===== src/rtl/i2c_byte_engine.sv =====
// i2c_byte_engine: I2C master byte engine executing START, WRITE, READ and STOP commands on open-drain lines
// Parameter QUARTER_DIV: clk cycles per quarter SCL bit period (2..4095).
// Optional feature macro I2C_CLOCK_STRETCH_EN: honour slave clock stretching via scl_in.
// Ports:
//   clk, rst (async, active-low), en (advance enable)
//   cmd_valid/cmd_ready handshake, cmd (0=START 1=WRITE 2=READ 3=STOP), wr_data, tx_nack
//   rd_data (last READ byte), ack_err (last WRITE ACK level), done (one-cycle pulse), busy
//   sda_in/sda_oe, scl_in/scl_oe (oe=1 pulls the line low)
module i2c_byte_engine #(
    parameter int QUARTER_DIV = 125
) (
    input  logic       clk,
    input  logic       rst,
    input  logic       en,
    input  logic       cmd_valid,
    output logic       cmd_ready,
    input  logic [1:0] cmd,
    input  logic [7:0] wr_data,
    input  logic       tx_nack,
    output logic [7:0] rd_data,
    output logic       ack_err,
    output logic       done,
    output logic       busy,
    input  logic       sda_in,
    output logic       sda_oe,
    input  logic       scl_in,
    output logic       scl_oe
);
    typedef enum logic [2:0] {IDLE, START, BITS, ACK, STOP, DONE} state_t;
    localparam logic [11:0] RELOAD = 12'(QUARTER_DIV - 1);
    state_t      state, state_n;
    logic [11:0] cnt, cnt_n;
    logic [1:0]  q, q_n;
    logic [2:0]  bit_cnt, bit_n;
    logic [7:0]  sh, sh_n, rd_n;
    logic        samp, samp_n, ack_n, is_rd, is_rd_n, nack, nack_n, sda_n, scl_n, stall;
`ifdef I2C_CLOCK_STRETCH_EN
    // a slave holding SCL low while it should be released freezes the quarter at its tick
    assign stall = (q == 2'd1 || q == 2'd2) && !scl_in;
`else
    logic unused_scl;
    assign unused_scl = scl_in;
    assign stall = 1'b0;
`endif
    assign cmd_ready = state == IDLE;
    assign busy      = !cmd_ready;
    assign done      = state == DONE;
    always_comb begin
        state_n = state;
        cnt_n   = cnt;
        q_n     = q;
        bit_n   = bit_cnt;
        sh_n    = sh;
        samp_n  = samp;
        rd_n    = rd_data;
        ack_n   = ack_err;
        is_rd_n = is_rd;
        nack_n  = nack;
        if (state == IDLE) begin
            if (cmd_valid) begin
                cnt_n   = RELOAD;
                q_n     = 2'd0;
                bit_n   = 3'd0;
                sh_n    = wr_data;
                is_rd_n = cmd == 2'd2;
                nack_n  = tx_nack;
                state_n = cmd == 2'd0 ? START : cmd == 2'd3 ? STOP : BITS;
            end
        end else if (state == DONE) begin
            state_n = IDLE;
        end else if (en) begin
            if (cnt != 12'd0) begin
                cnt_n = cnt - 12'd1;
            end else if (!stall) begin
                cnt_n = RELOAD;
                q_n   = q + 2'd1;
                if (q == 2'd2)
                    samp_n = sda_in;
                if (q == 2'd3) begin
                    // one shifter serves both directions: WRITE drives sh[7], READ collects samples
                    if (state == BITS) begin
                        sh_n    = {sh[6:0], samp};
                        bit_n   = bit_cnt + 3'd1;
                        state_n = bit_cnt == 3'd7 ? ACK : BITS;
                    end else begin
                        state_n = DONE;
                        rd_n    = state == ACK && is_rd ? sh : rd_data;
                        ack_n   = state == ACK && !is_rd ? samp : ack_err;
                    end
                end
            end
        end
        // line levels follow the next state so they switch together with the quarter
        sda_n = state_n == START ? q_n != 2'd0 :
                state_n == STOP  ? q_n <  2'd2 :
                state_n == BITS  ? !is_rd_n && !sh_n[7] :
                state_n == ACK   ? is_rd_n && !nack_n : sda_oe;
        scl_n = state_n == START ? q_n == 2'd3 :
                state_n == STOP  ? q_n == 2'd0 :
                state_n == BITS || state_n == ACK ? q_n == 2'd0 || q_n == 2'd3 : scl_oe;
    end
    always_ff @(posedge clk or negedge rst) begin
        if (!rst) begin
            state   <= IDLE;
            cnt     <= '0;
            q       <= '0;
            bit_cnt <= '0;
            sh      <= '0;
            samp    <= 1'b0;
            rd_data <= 8'h00;
            ack_err <= 1'b0;
            is_rd   <= 1'b0;
            nack    <= 1'b0;
            sda_oe  <= 1'b0;
            scl_oe  <= 1'b0;
        end else begin
            state   <= state_n;
            cnt     <= cnt_n;
            q       <= q_n;
            bit_cnt <= bit_n;
            sh      <= sh_n;
            samp    <= samp_n;
            rd_data <= rd_n;
            ack_err <= ack_n;
            is_rd   <= is_rd_n;
            nack    <= nack_n;
            sda_oe  <= sda_n;
            scl_oe  <= scl_n;
        end
    end
endmodule


===== config.mk =====
export PLATFORM = sky130hd
export DESIGN_NAME = i2c_byte_engine
export DESIGN_NICKNAME = d
export VERILOG_FILES = /design/src/rtl/i2c_byte_engine.sv
export SDC_FILE = /design/constraint.sdc
export NUM_CORES = 1
export LEC_CHECK = 0
export ABC_AREA = 1
export CAP_MARGIN = 10
export CORE_ASPECT_RATIO = 0.9
export CORE_UTILIZATION = 28
export DETAILED_ROUTE_END_ITERATION = 8
export SLEW_MARGIN = 20
export SYNTH_ARGS = -nofsm -noshare
export SYNTH_HDL_FRONTEND = slang
export SYNTH_SLANG_ARGS = --single-unit
export TNS_END_PERCENT = 50

===== constraint.sdc =====
create_clock -name clk -period 1.9 [get_ports clk]
set_input_delay 0.285 -clock clk [delete_from_list [all_inputs] [get_ports clk]]
set_output_delay 0.285 -clock clk [all_outputs]
set_load 0.005 [all_outputs]

## Word level (Yosys, flattened, before mapping)

Cells that the tools add are included.

- Register bits after elaboration: 42
- Bits of input ports: 17
- Output and inout port bits: 14
- Logic and storage cells: 108

- Add/subtract/negate cells: 3
- Magnitude comparators: 1
- Equal/unequal tests: 16
- Muxes and demuxes: 45
- Bitwise gates (word level): 4
- Reduce and logical (&&, ||, !) cells: 26

Operators by type and width:

| kind | number |
|---|---|
| two-way mux 12 bit | 5 |
| two-way mux 8 bit | 7 |
| two-way mux 3 bit | 16 |
| AND reduction 7 bit | 2 |
| == test 3 x 2 -> 1 bit, second input constant | 4 |
| two-way mux 1 bit | 12 |
| nonzero test 12 bit | 1 |
| subtractor 12 x 1 -> 12 bit, second input constant | 1 |
| == test 2 bit, second input constant | 5 |
| two-way mux 2 bit | 5 |
| == test 3 bit, second input constant | 3 |
| nonzero test 2 bit | 4 |
| inequality test 2 bit, second input constant | 3 |
| AND reduction 6 bit | 1 |
| zero test 1 bit | 5 |
| AND reduction 5 bit | 1 |
| logical AND 1 bit | 4 |
| zero test 2 bit | 2 |
| inverter 1 bit | 4 |
| nonzero test 4 bit | 1 |
| adder 3 x 1 -> 3 bit, second input constant | 1 |
| == test 3 x 1 -> 1 bit, second input constant | 1 |
| zero test 3 bit | 1 |
| AND reduction 3 bit | 1 |
| other kinds (4) | 5 |

## Depth between registers and ports, before layout

- Depth in word-level cells: 13
- Mapped depth: 16
- Mapped depth without buffers: 16

## Worst setup path before layout

OpenSTA, ideal clock, no wires.

- Path type: register to register
- Start point: reg cnt[0]
- End point: reg scl_oe
- Setup time: 0.117 ns
- Arrival: 1.959 ns
- Required time: 1.783 ns
- Path slack: -0.176 ns
- Cell stages (with the launch flop): 16
- Buffers on the path: 0
- Cell sequence: dfrtp_1 -> inv_1 -> ha_1 -> nand2_2 -> nor2_8 -> nand4_1 -> nor2_1 -> a21oi_1 -> a21oi_1 -> inv_1 -> ha_1 -> inv_1 -> nand2_1 -> nand3_1 -> nand3_1 -> nand2_1

- Cells in the longest elaborated chain, start to end: 10

Ends and longest elaborated chain:

| element | line | text |
|---|---|---|
| start: declaration | 32 | `logic [11:0] cnt, cnt_n;` |
| start signal: assignment | 118 | `cnt <= cnt_n;` |
| nonzero test 12 bit * | 72 | `if (cnt != 12'd0) begin` |
| two-way mux 2 bit * | 72 |  |
| two-way mux 2 bit * | 71 | `end else if (en) begin` |
| two-way mux 2 bit * | 69 | `end else if (state == DONE) begin` |
| two-way mux 2 bit * | 59 | `if (state == IDLE) begin` |
| net q_n[0] | 33 | `logic [1:0] q, q_n;` |
| == test 2 bit or zero test 2 bit (tied branches) | 98, 100, 99 |  |
| logical OR 1 bit | 100 | `state_n == BITS \|\| state_n == ACK ? q_n == 2'd0 \|\| q_n == 2'd3 : scl_oe;` |
| two-way mux 1 bit | 100 |  |
| two-way mux 1 bit | 99 | `state_n == STOP ? q_n == 2'd0 :` |
| two-way mux 1 bit * | 98 | `scl_n = state_n == START ? q_n == 2'd3 :` |
| end signal: assignment | 128 | `scl_oe <= scl_n;` |
| end: declaration | 27 | `output logic scl_oe` |

Mark *: on every way through the listed nets, which the timed path passes. The rest lies on a longest branch. The select of a mux whose other input is x is not followed.
A chain may end at the register's enable or synchronous reset.

## Worst setup path after layout

- Start point: reg cnt[1]
- End point: reg scl_oe

The elaborated chain is that of the path after synthesis.

==> impl_metrics.py <==
metrics = {
    "die": {
        "die_y_um": 89.85,
        "initial_core_util_pct": 29.34,
        "dieArea_um2": 8950,
        "die_w_um": 99.61,
        "io_pins": 31,
        "core_area_um2": 8184,
        "rows": 31,
    },
    "hold_path": {
        "min-delay-start": "scl_oe",
        "hold_depth": 2,
        "hold_path.class": "flop to flop",
        "hold_end": "scl_oe",
    },
    "cts": {
        "cts_tree": "yes",
        "cts.sinks": 42,
        "clk_pin_slew_worst_paths_ns": 0.09,
        "clk-insertion-delay-late_ns": 0.29,
        "cts_buffer_depth": 2,
        "root_buffer": "clkbuf_8",
        "h-tree-depth": 2,
        "cts_buffers": 5,
    },
    "placement": {
        "gp_congestion": 0.8534,
        "hpwl_um": 4230,
        "dp.cells": 471,
        "port_buffers": 29,
    },
    "synth": {
        "yosys_warnings": 0,
        "synth-edff-count": 0,
        "yosys-top-cells-area": "dfrtp_1 (44%), nand2_1 (8.4%), inv_1 (6.1%)",
        "postSynth.asyncResetShare_pct": 100.0,
        "synth.distinct_cells": 43,
        "syn_nets": 306,
        "synthCells": 279,
        "ys_ff_latch": 42,
        "synth_top_area_share_pct": 43.77,
        "yosysTopAreaCell": "dfrtp_1",
        "ys_seq_area_share_pct": 43.77,
        "syn_avg_cell_area_um2": 8.606,
        "synthFlopType": "dfrtp_1",
        "synth_area_um2": 2401,
    },
    "setup_path": {
        "ff2ff_setup_slack_ns": -0.13,
        "crit_buf_inv": 3,
        "path_cells": "inv_2 > ha_4 > nand2_4 > nor2_8 > nand4_1 > nor2_2 > a21oi_2 > a21oi_4 > inv_2 > ha_4 > inv_2 > nand2_1 > nand3_1 > nand3_1 > nand2_1",
        "crit_family": "simple AND/OR/NAND/NOR gates",
        "rr_worst_depth": 15,
        "crit_type": "flop to flop",
        "crit_fanout": 3,
        "cp_common_cell": "inv_2",
        "arrival_ns": 2.22,
        "r2r_start": "cnt[1]",
        "worstSetupStartpointType": "flop",
        "max_stage_delay_ns": 0.41,
        "worstReg2RegEnd": "scl_oe",
        "end_kind": "flop",
        "crit_required_ns": 2.09,
        "critPathSlowestCell": "dfrtp_1",
    },
    "route": {
        "post_drt_wl_per_cell_um": 11.30,
        "dr.first_iter.drc_count": 64,
        "routed_via_density": 4.320,
        "num_vias": 2117,
        "drtAntennaViolNets": 0,
        "drt-pass1-iter-count": 4,
        "drc": 0,
        "routed_wl_um": 5537,
    },
    "finish": {
        "instances_no_fill": 490,
        "antennaDiodeCount": 0,
        "fin_util_pct": 43.05,
        "layout-drive-gt1-share_pct": 36.00,
        "nets": 401,
        "syn_to_final_growth_pct": 46.74,
    },
    "pwr": {
        "p_leak_uw": 0.001802,
        "finalPower_uw": 3147,
        "ir_drop_uv": 411.4,
        "power.density_nw_per_um2": 893.2,
    },
    "timing": {
        "fin_crit_sh_pct": 106.7,
        "relSlewSlack_pct": 59.69,
        "finalHoldViolations": 0,
        "maxSlewViolCount": 0,
        "clock_skew_ns": 0.008465,
        "max_freq_mhz": 493.2,
        "setup_viol": 2,
        "setup_ws_ns": -0.1278,
        "whs_ns": 0.4994,
        "rsz0062_at_grt": "yes",
        "max_slew.worst_pin.slew_ns": 0.6046,
        "min_period_ns": 2.028,
    },
    "run_status": {
        "violations": "setup timing",
        "status": "finished, violations left",
    },
    "run": {
        "maxCapViolCount": 0,
    },
    "global_routing": {
        "overflow": 0,
        "grt_max_degree": 26,
        "grt_pass1_vias": 1993,
        "grt_usage_pct": 12.94,
        "antenna_found_initial": 0,
        "grt_pass1_wl_um": 9204,
    },
}
==> flip-flops by register name, summed over array words and instances, names as in the netlist <==
register / count
cnt: 12
rd_data: 8
sh: 8
bit_cnt: 3
state: 3
q: 2
ack_err: 1
is_rd: 1
nack: 1
samp: 1
scl_oe: 1
sda_oe: 1
==> power breakdown <==
| part | internal (uW) | switching, uW |
|---|---|---|
| Clock | 392 | 319 |
| Sequential | 1060 | 105 |
| Combinational | 654 | 615 |
==> cells in the final DEF, fill, tap and decap left out, drive strengths merged, types with 2 or more instances in the layout <==
| cell type | instances |
|---|---|
| nor4 | 4 |
| ha | 10 |
| clkbuf | 6 |
| nand4 | 6 |
| nor3 | 3 |
| o221ai | 5 |
| or2 | 3 |
| nand3 | 17 |
| buf | 64 |
| a21oi | 17 |
| inv | 45 |
| nor2 | 38 |
| mux2 | 2 |
| o21ai | 9 |
| nand2 | 63 |
| clkdlybuf4s50 | 26 |
| dfrtp | 42 |
==> area by class of cell <==
class                           instances  area [um^2]
Clock buffer                            6        72.57
Clock inverter                          2        37.54
Fill cell                             808         4661
Inverter                               45        171.4
Multi-Input combinational cell        187         1252
Sequential cell                        42         1052
Tap cell                              115        143.9
Timing Repair Buffer                   93        793.3
==> worst max path at each step <==
stage                     startpoint     end  slack [ns]  depth (start not counted)
after floorplan               cnt[0]  scl_oe       -0.13                         15
after detailed placement          en  scl_oe       -0.24                         12
after global placement            en  scl_oe       -0.21                         12
after CTS                     cnt[5]  scl_oe        -0.1                         14
final                         cnt[1]  scl_oe       -0.13                         15
after global routing          cnt[1]  scl_oe       -0.25                         15
==> per-layer routing <==
metal  global-route usage [%]  up-vias  wire length, um
met2                    19.33       23             2560
met1                    17.95      996             2765
li1                         -     1091                -
met3                    3.110        7              143
met4                    5.025        0               68
met5                        0        -                0
==> worst register-to-register path, stage by stage, from the launching register on <==
cell and delay [ns]:
dfrtp_1 0.41, inv_2 0.09, ha_4 0.15, nand2_4 0.07, nor2_8 0.11, nand4_1 0.13, nor2_2 0.18, a21oi_2 0.06
a21oi_4 0.16, inv_2 0.06, ha_4 0.26, inv_2 0.02, nand2_1 0.05, nand3_1 0.06, nand3_1 0.07, nand2_1 0.05
==> cells in the mapped netlist (all sizes together), types with 2 or more instances <==
cell type	number
nor2	38
ha	10
o221ai	5
or2	3
nand3	17
o21ai	9
dfrtp	42
a21oi	17
nor4	4
buf	4
mux2	2
nor3	3
nand2	63
inv	45
nand4	6
==> through the flow <==
stage	TNS [ns]	worst slack, ns	cell area [um^2]
final	-0.1549	-0.1278	3523
after global routing	-0.5972	-0.2508	3523
after CTS	-0.1532	-0.09823	3362
after detailed placement	-2.057	-0.2385	3212
after global placement	-1.312	-0.2063	3212
after floorplan	-0.1596	-0.1295	2409
==> cells by family (layout without fill, tap and decap cells) <==
| group | after synthesis | in the layout | share of synthesized area [%] |
|---|---|---|---|
| AO/OA/AOI/OAI | 38 | 38 | 10.74 |
| adder cells (fa/ha/maj) | 10 | 10 | 5.211 |
| XOR/XNOR | 1 | 1 | 0.3648 |
| AND/OR/NAND/NOR | 136 | 136 | 30.43 |
| multiplexers | 2 | 2 | 0.9379 |
| flip-flops | 42 | 42 | 43.77 |
| buffers and inverters | 50 | 146 | 8.546 |
==> timing repair <==
item / in CTS / in global routing
setup buffers: 1 / 9
pin swaps: 5 / 13
hold buffers: 1 / 0
hold endpoints to repair: 11 / 0
gates resized for setup: 9 / 27
endpoints found under the setup margin: 13 / 13
No activity file was read; power rests on OpenSTA's default activity.
